$ cat src/rtl/demultiplexor_1x4_buffered.sv
// 1-to-4 demultiplexor with a single-entry valid/ready slot per output channel
// and a saturating per-channel count of accepted words.
module demultiplexor_1x4_buffered #(
    parameter int unsigned BIT_WIDTH = 32
) (
    input  logic                 clk,
    input  logic                 reset,
    input  logic                 in_valid,
    output logic                 in_ready,
    input  logic [BIT_WIDTH-1:0] in_data,
    input  logic [1:0]           control,
    output logic                 out_valid0,
    output logic                 out_valid1,
    output logic                 out_valid2,
    output logic                 out_valid3,
    input  logic                 out_ready0,
    input  logic                 out_ready1,
    input  logic                 out_ready2,
    input  logic                 out_ready3,
    output logic [BIT_WIDTH-1:0] out0,
    output logic [BIT_WIDTH-1:0] out1,
    output logic [BIT_WIDTH-1:0] out2,
    output logic [BIT_WIDTH-1:0] out3,
    input  logic                 count_clear,
    output logic [7:0]           count0,
    output logic [7:0]           count1,
    output logic [7:0]           count2,
    output logic [7:0]           count3
);

    localparam int unsigned NUM_CH = 4;
    localparam int unsigned CNT_W  = 8;
    localparam logic [CNT_W-1:0] CNT_MAX = CNT_W'(255);

    logic [NUM_CH-1:0]    valid_q, valid_d;
    logic [BIT_WIDTH-1:0] data_q  [NUM_CH];
    logic [BIT_WIDTH-1:0] data_d  [NUM_CH];
    logic [CNT_W-1:0]     count_q [NUM_CH];
    logic [CNT_W-1:0]     count_d [NUM_CH];
    logic [NUM_CH-1:0]    ready_sel;
    logic                 accept;

    assign ready_sel = {out_ready3, out_ready2, out_ready1, out_ready0};

    // Slot is free for the addressed channel if empty or draining this edge.
    always_comb begin
        in_ready = !valid_q[control] || ready_sel[control];
        accept   = in_valid && in_ready;
        for (int i = 0; i < NUM_CH; i++) begin
            valid_d[i] = valid_q[i];
            data_d[i]  = data_q[i];
            count_d[i] = count_q[i];
            if (valid_q[i] && ready_sel[i]) begin
                valid_d[i] = 1'b0;
            end
            if (accept && (control == 2'(i))) begin
                valid_d[i] = 1'b1;
                data_d[i]  = in_data;
                if (count_q[i] != CNT_MAX) begin
                    count_d[i] = count_q[i] + CNT_W'(1);
                end
            end
            if (count_clear) begin
                count_d[i] = '0;
            end
        end
    end

    always_ff @(posedge clk or posedge reset) begin
        if (reset) begin
            valid_q <= '0;
            for (int i = 0; i < NUM_CH; i++) begin
                data_q[i]  <= '0;
                count_q[i] <= '0;
            end
        end else begin
            valid_q <= valid_d;
            for (int i = 0; i < NUM_CH; i++) begin
                data_q[i]  <= data_d[i];
                count_q[i] <= count_d[i];
            end
        end
    end

    assign out_valid0 = valid_q[0];
    assign out_valid1 = valid_q[1];
    assign out_valid2 = valid_q[2];
    assign out_valid3 = valid_q[3];
    assign out0       = data_q[0];
    assign out1       = data_q[1];
    assign out2       = data_q[2];
    assign out3       = data_q[3];
    assign count0     = count_q[0];
    assign count1     = count_q[1];
    assign count2     = count_q[2];
    assign count3     = count_q[3];

endmodule

$ cat config.mk
export PLATFORM = sky130hd
export DESIGN_NAME = demultiplexor_1x4_buffered
export DESIGN_NICKNAME = d
export VERILOG_FILES = /design/src/rtl/demultiplexor_1x4_buffered.sv
export SDC_FILE = /design/constraint.sdc
export NUM_CORES = 1
export LEC_CHECK = 0
export CORE_MARGIN = 5
export CORE_UTILIZATION = 42
export CTS_CLUSTER_SIZE = 24
export DETAILED_ROUTE_END_ITERATION = 10
export GPL_ROUTABILITY_DRIVEN = 0
export PLACE_DENSITY = 0.76
export SYNTH_ARGS = -nofsm -noshare
export SYNTH_HDL_FRONTEND = slang
export SYNTH_SLANG_ARGS = --single-unit
$ cat constraint.sdc
create_clock -name clk -period 5.4 [get_ports clk]
set_input_delay 0.81 -clock clk [delete_from_list [all_inputs] [get_ports clk]]
set_output_delay 0.81 -clock clk [all_outputs]
set_load 0.01 [all_outputs]
==> results.yml, run 1 <==
final_layout:
  final_cell_mix: "nand2_1, clkdlybuf4s50_1, dfrtp_1, mux2_2, a21oi_1"
  num_antenna_cells: 0
  area_delta_synth_final_pct: 42.39
  fillers: 1324
  drive_gt1_share_pct: 8.959
  fin_cells: 1109
  final_common_cell: "nand2_1"
  layout.nets: 926
routing:
  wl_met1_um: 7936
  drtAntennaViolNets: 0
  highest_layer: "met4"
  route.detailed.drc: 0
  drt_first_iter_violations: 278
  route.met3.wl_um: 1620
  dr_wl_met2_um: 8747
  dr.pass1.iters: 4
  routedWlPerCell_um: 16.73
  wirelength_um: 18550
  num_vias: 5562
  viasPerCell: 5.015
synthesis:
  synth_enable_flop_cells: 0
  synth_top_area_share_pct: 60.80
  ys_seq_elements: 164
  synth_nets: 732
  avgSynthCellArea_sq_um: 9.840
  syn_inst: 686
  netlist_area_sq_um: 6750
  synth.largest_area_cell: "dfrtp_1"
  synth_warnings: 0
  ys_seq_area_share_pct: 60.80
  ys_types: 34
  synthTopCellsByArea: "dfrtp_1, nand2_1, mux2_2, a21oi_1, or4_1"
  async_flop_share_pct: 100.0
  synthFlopType: "dfrtp_1"
floorplan:
  rows: 46
  coreArea_sq_um: 15830
  die_h_um: 136.8
  die_area_sq_um: 18710
  die_x_um: 136.8
  start_util_pct: 42.65
  num_io_pins: 207
timing:
  fin_crit_ns: 3.214
  maxSlewViolCount: 0
  fmax_ghz: 0.3111
  final-hold-violation-count: 0
  rsz0062_at_grt: "no"
  clock_skew_ns: 0.008293
  setup_viol: 0
  tns_ns: 0
  relSlewSlack_pct: 29.04
  worst_pin_slew_ns: 1.064
  min_period_over_period_pct: 59.53
worst_setup_path:
  start_kind: "input pin"
  required_ns: 4.59
  critPathKind: "input pin to output port"
  arrival_ns: 2.40
  ff2ff_path_depth: 4
  crit_path_end_kind: "output port"
  ff2ff_setup_slack_ns: 3.04
  cp_max_fo: 4
hold_path:
  hold_path_class: "register to register"
  whs_path_depth: 2
run:
  cap_violations: 0
pwr:
  leakagePower_uw: 0.004369
  totalPowerFinal_uw: 3545
  power.density_nw_per_um2: 368.8
  ir_drop_v: 0.0002036
global_route:
  globalRouteOverflowTotal: 0
  antenna_found_initial: 0
  first_global_vias: 5495
  track_usage_pct: 20.18
  grt_pass1_wl_um: 29500
  grt_max_degree: 89
cts:
  htreeDepth: 4
  cts_tree: "done"
  clk_latency_ns: 0.41
  cts_buffers: 17
  root_buffer: "clkbuf_16"
  ctsHoldBuffers: 0
  clk_path_buf_depth: 2
  cts_resized: 0
  cts_sinks: 164
  postCtsSetupBuffers: 0
  path_clk_slew_ns: 0.06
placement:
  dp.cells: 1077
  hpwl_um: 12230
  portBuffers: 206
outcome:
  outcome: "finished, final reports clean"
==> worst max-delay path, stage by stage <==
cell and delay (ns):
clkdlybuf4s50_1 0.42, nand2b_1 0.20, mux4_2 0.48, clkdlybuf4s50_1 0.50
==> path summary, 6_finish.rpt <==
check                           startpoint         end
worst min-delay path              out2[11]    out2[11]
max in group asynchronous            reset  valid_q[1]
worst max-delay path            out_ready3    in_ready
worst min register to register    out2[11]    out2[11]
worst max register to register  valid_q[2]   count2[7]
min in group asynchronous            reset     out1[8]
==> sequential cells by signal, indices dropped and copies added, names as in the netlist <==
name and count:
out3 32, count3 8, out0 32, valid_q 4, count2 8, count0 8, out1 32, out2 32
count1 8
==> cell families (layout without fill, tap and decap cells) <==
group	after synthesis	count (layout)	share of synthesized area, %
buffers and inverters	41	248	2.762
xor gates and xnor gates	1	1	0.1298
muxes	37	37	6.321
adders and majority gates	4	4	0.7415
DFF	164	164	60.80
and+or+nand+nor	386	386	24.43
AOI/OAI and AO/OA	53	53	4.819
==> stage by stage <==
stage               worst slack, ns  cell area, sq um  util [%]  hold WS [ns]
floorplan                    0.1567              6750         -        0.5073
global placement              2.089              8984     56.76        0.4574
detailed placement            1.983              8984     56.76        0.4619
CTS                           2.180              9612     60.73        0.4776
global route                  2.125              9612     60.73        0.4858
finish                        2.186              9612     60.73        0.4711
==> power by group <==
group | internal, uW | switching [uW] | total, uW
logic | 423 | 343 | 766
clock network | 778 | 494 | 1270
registers | 1410 | 98.2 | 1510
==> area by class of cell <==
type | count | area (sq um) | share of cell area, %
tap | 216 | 270.3 | 2.812
sequential | 164 | 4104 | 42.70
timing repair buffer | 211 | 2100 | 21.84
inverter | 5 | 23.77 | 0.2473
clock buffer | 21 | 480.5 | 4.999
clock inverter | 11 | 147.6 | 1.536
multi-input combinational | 481 | 2486 | 25.87
==> cell usage after synthesis (all sizes together) (5+ instances only) <==
master    n
a21oi    21
and4      6
buf      11
clkbuf   25
dfrtp   164
inv       5
mux2     35
nand2   302
nand2b    5
nand3    17
nor2      7
nor2b     7
nor3      8
o21ai     9
o31ai     8
o41ai     6
or3       7
or4      13
==> layer usage <==
layer / GRT usage (%) / up-vias
li1: - / 2668
met4: 5.710 / 0
met2: 31.87 / 174
met3: 7.574 / 24
met1: 26.19 / 2696
met5: 0 / -
No activity file was read; power rests on OpenSTA's default activity.
==> run 2, diff against run 1 <==
Clock period 5.4 ns to 2.6 ns, I/O delays scaled along.
==> results.yml, run 2 (synthesis gave the netlist of run 1 again) <==
outcome:
  outcome: "finished, final reports clean"
placement:
  portBuffers: 206
  dp.cells: 1096
  hpwl_um: 13630
  placed_area_sq_um: 9174
worst_setup_path:
  start_kind: "input pin"
  ff2ff_path_depth: 5
  crit_path_end_kind: "output port"
  cp_max_fo: 4
  critPathKind: "input pin to output port"
  arrival_ns: 1.99
  required_ns: 2.21
timing:
  final-hold-violation-count: 0
  tns_ns: 0
  rsz0062_at_grt: "no"
  fin_crit_ns: 2.383
  fmax_ghz: 0.4196
  min_period_over_period_pct: 91.66
  setup_viol: 0
  relSlewSlack_pct: 58.09
  worst_pin_slew_ns: 0.6274
  clock_skew_ns: 0.01173
  maxSlewViolCount: 0
final_layout:
  area_delta_synth_final_pct: 44.69
  finish.instance_area_sq_um: 9767
  layout.nets: 945
  num_antenna_cells: 0
  drive_gt1_share_pct: 10.75
  final_common_cell: "nand2_1"
  fin_cells: 1128
  fin_util_pct: 61.71
  final_cell_mix: "nand2_1, clkdlybuf4s50_1, dfrtp_1, mux2_2, a21oi_1"
pwr:
  power_frac_clock_pct: 34.7
  leakagePower_uw: 0.004460
  ir_drop_v: 0.0004578
  power.internal_uw: 5266
  power.density_nw_per_um2: 745.0
  power_switching_uw: 2010
  p_sw_share_pct: 27.63
  pwr-share-seq_pct: 43.1
  combPwrFrac_pct: 22.2
global_route:
  track_usage_pct: 21.39
  grt_pass1_wl_um: 31130
  grt_max_degree: 50
  antenna_found_initial: 0
  first_global_vias: 5740
  globalRouteOverflowTotal: 0
cts:
  cts_tree: "done"
  cts_sinks: 164
  root_buffer: "clkbuf_16"
  htreeDepth: 4
  cts_buffers: 17
  postCtsSetupBuffers: 0
  path_clk_slew_ns: 0.07
  clk_path_buf_depth: 2
  clk_latency_ns: 0.42
  cts_resized: 0
  ctsHoldBuffers: 0
routing:
  dr.pass1.iters: 5
  drtAntennaViolNets: 0
  viasPerCell: 5.038
  routedWlPerCell_um: 17.01
  num_vias: 5683
  route.detailed.drc: 0
  drt_first_iter_violations: 320
  wirelength_um: 19180
floorplan:
  die_area_sq_um: 18710
  coreArea_sq_um: 15830
  die_h_um: 136.8
  start_util_pct: 42.65
  die_x_um: 136.8
  rows: 46
  num_io_pins: 207
run:
  cap_violations: 0
hold_path:
  hold_path_class: "input pin to asynchronous set/reset pin"
-- run 2: final cells by class --
class / instances / area, sq um
sequential: 164 / 4104
clock buffer: 17 / 425.4
tap: 216 / 270.3
fill: 1284 / 6061
timing repair buffer: 230 / 2292
inverter: 5 / 22.52
multi-input combinational: 481 / 2485
clock inverter: 15 / 167.7
-- run 2: path summary, 6_finish.rpt --
path,from,to,slack [ns]
min in group clk,out0[17],out0[17],0.47
max in group asynchronous,reset,count3[7],1.52
min reg2reg,out0[17],out0[17],0.47
min,reset,out0[9],0.42
max reg2reg,count0[0],count0[3],0.66
max,out_ready3,in_ready,0.22
-- run 2: layer usage --
metal	vias to the layer above	share of wire, %	GRT usage (%)
met4	0	1.7	7.040
met3	22	8.3	8.125
met1	2754	42	27.56
met5	-	0	0
li1	2710	-	-
met2	197	48	33.46
-- run 2: power groups by stage --
stage          clock network, uW  logic [uW]  registers [uW]
2_1_floorplan                  0         414            3340
3_3_place_gp                   0        1620            3160
3_5_place_dp                   0        1640            3170
4_1_cts                     2580        1650            3130
5_1_grt                     2700        1760            3180
6_report                    2520        1620            3130
-- run 2: metrics by stage --
step / hold WS (ns) / total power (uW) / setup WS [ns]
after floorplan: 0.4954 / 3756 / 0.1252
after global placement: 0.4573 / 4784 / 0.06756
after detailed placement: 0.4613 / 4814 / 0.08281
after CTS: 0.4216 / 7363 / 0.2048
after global routing: 0.4425 / 7641 / 0.1248
final: 0.4222 / 7277 / 0.2167
-- run 2: critical path, stage by stage --
cell and delay [ns]:
clkdlybuf4s50_1 0.41, nand2b_1 0.20, mux4_2 0.49, clkdlybuf4s50_1 0.50
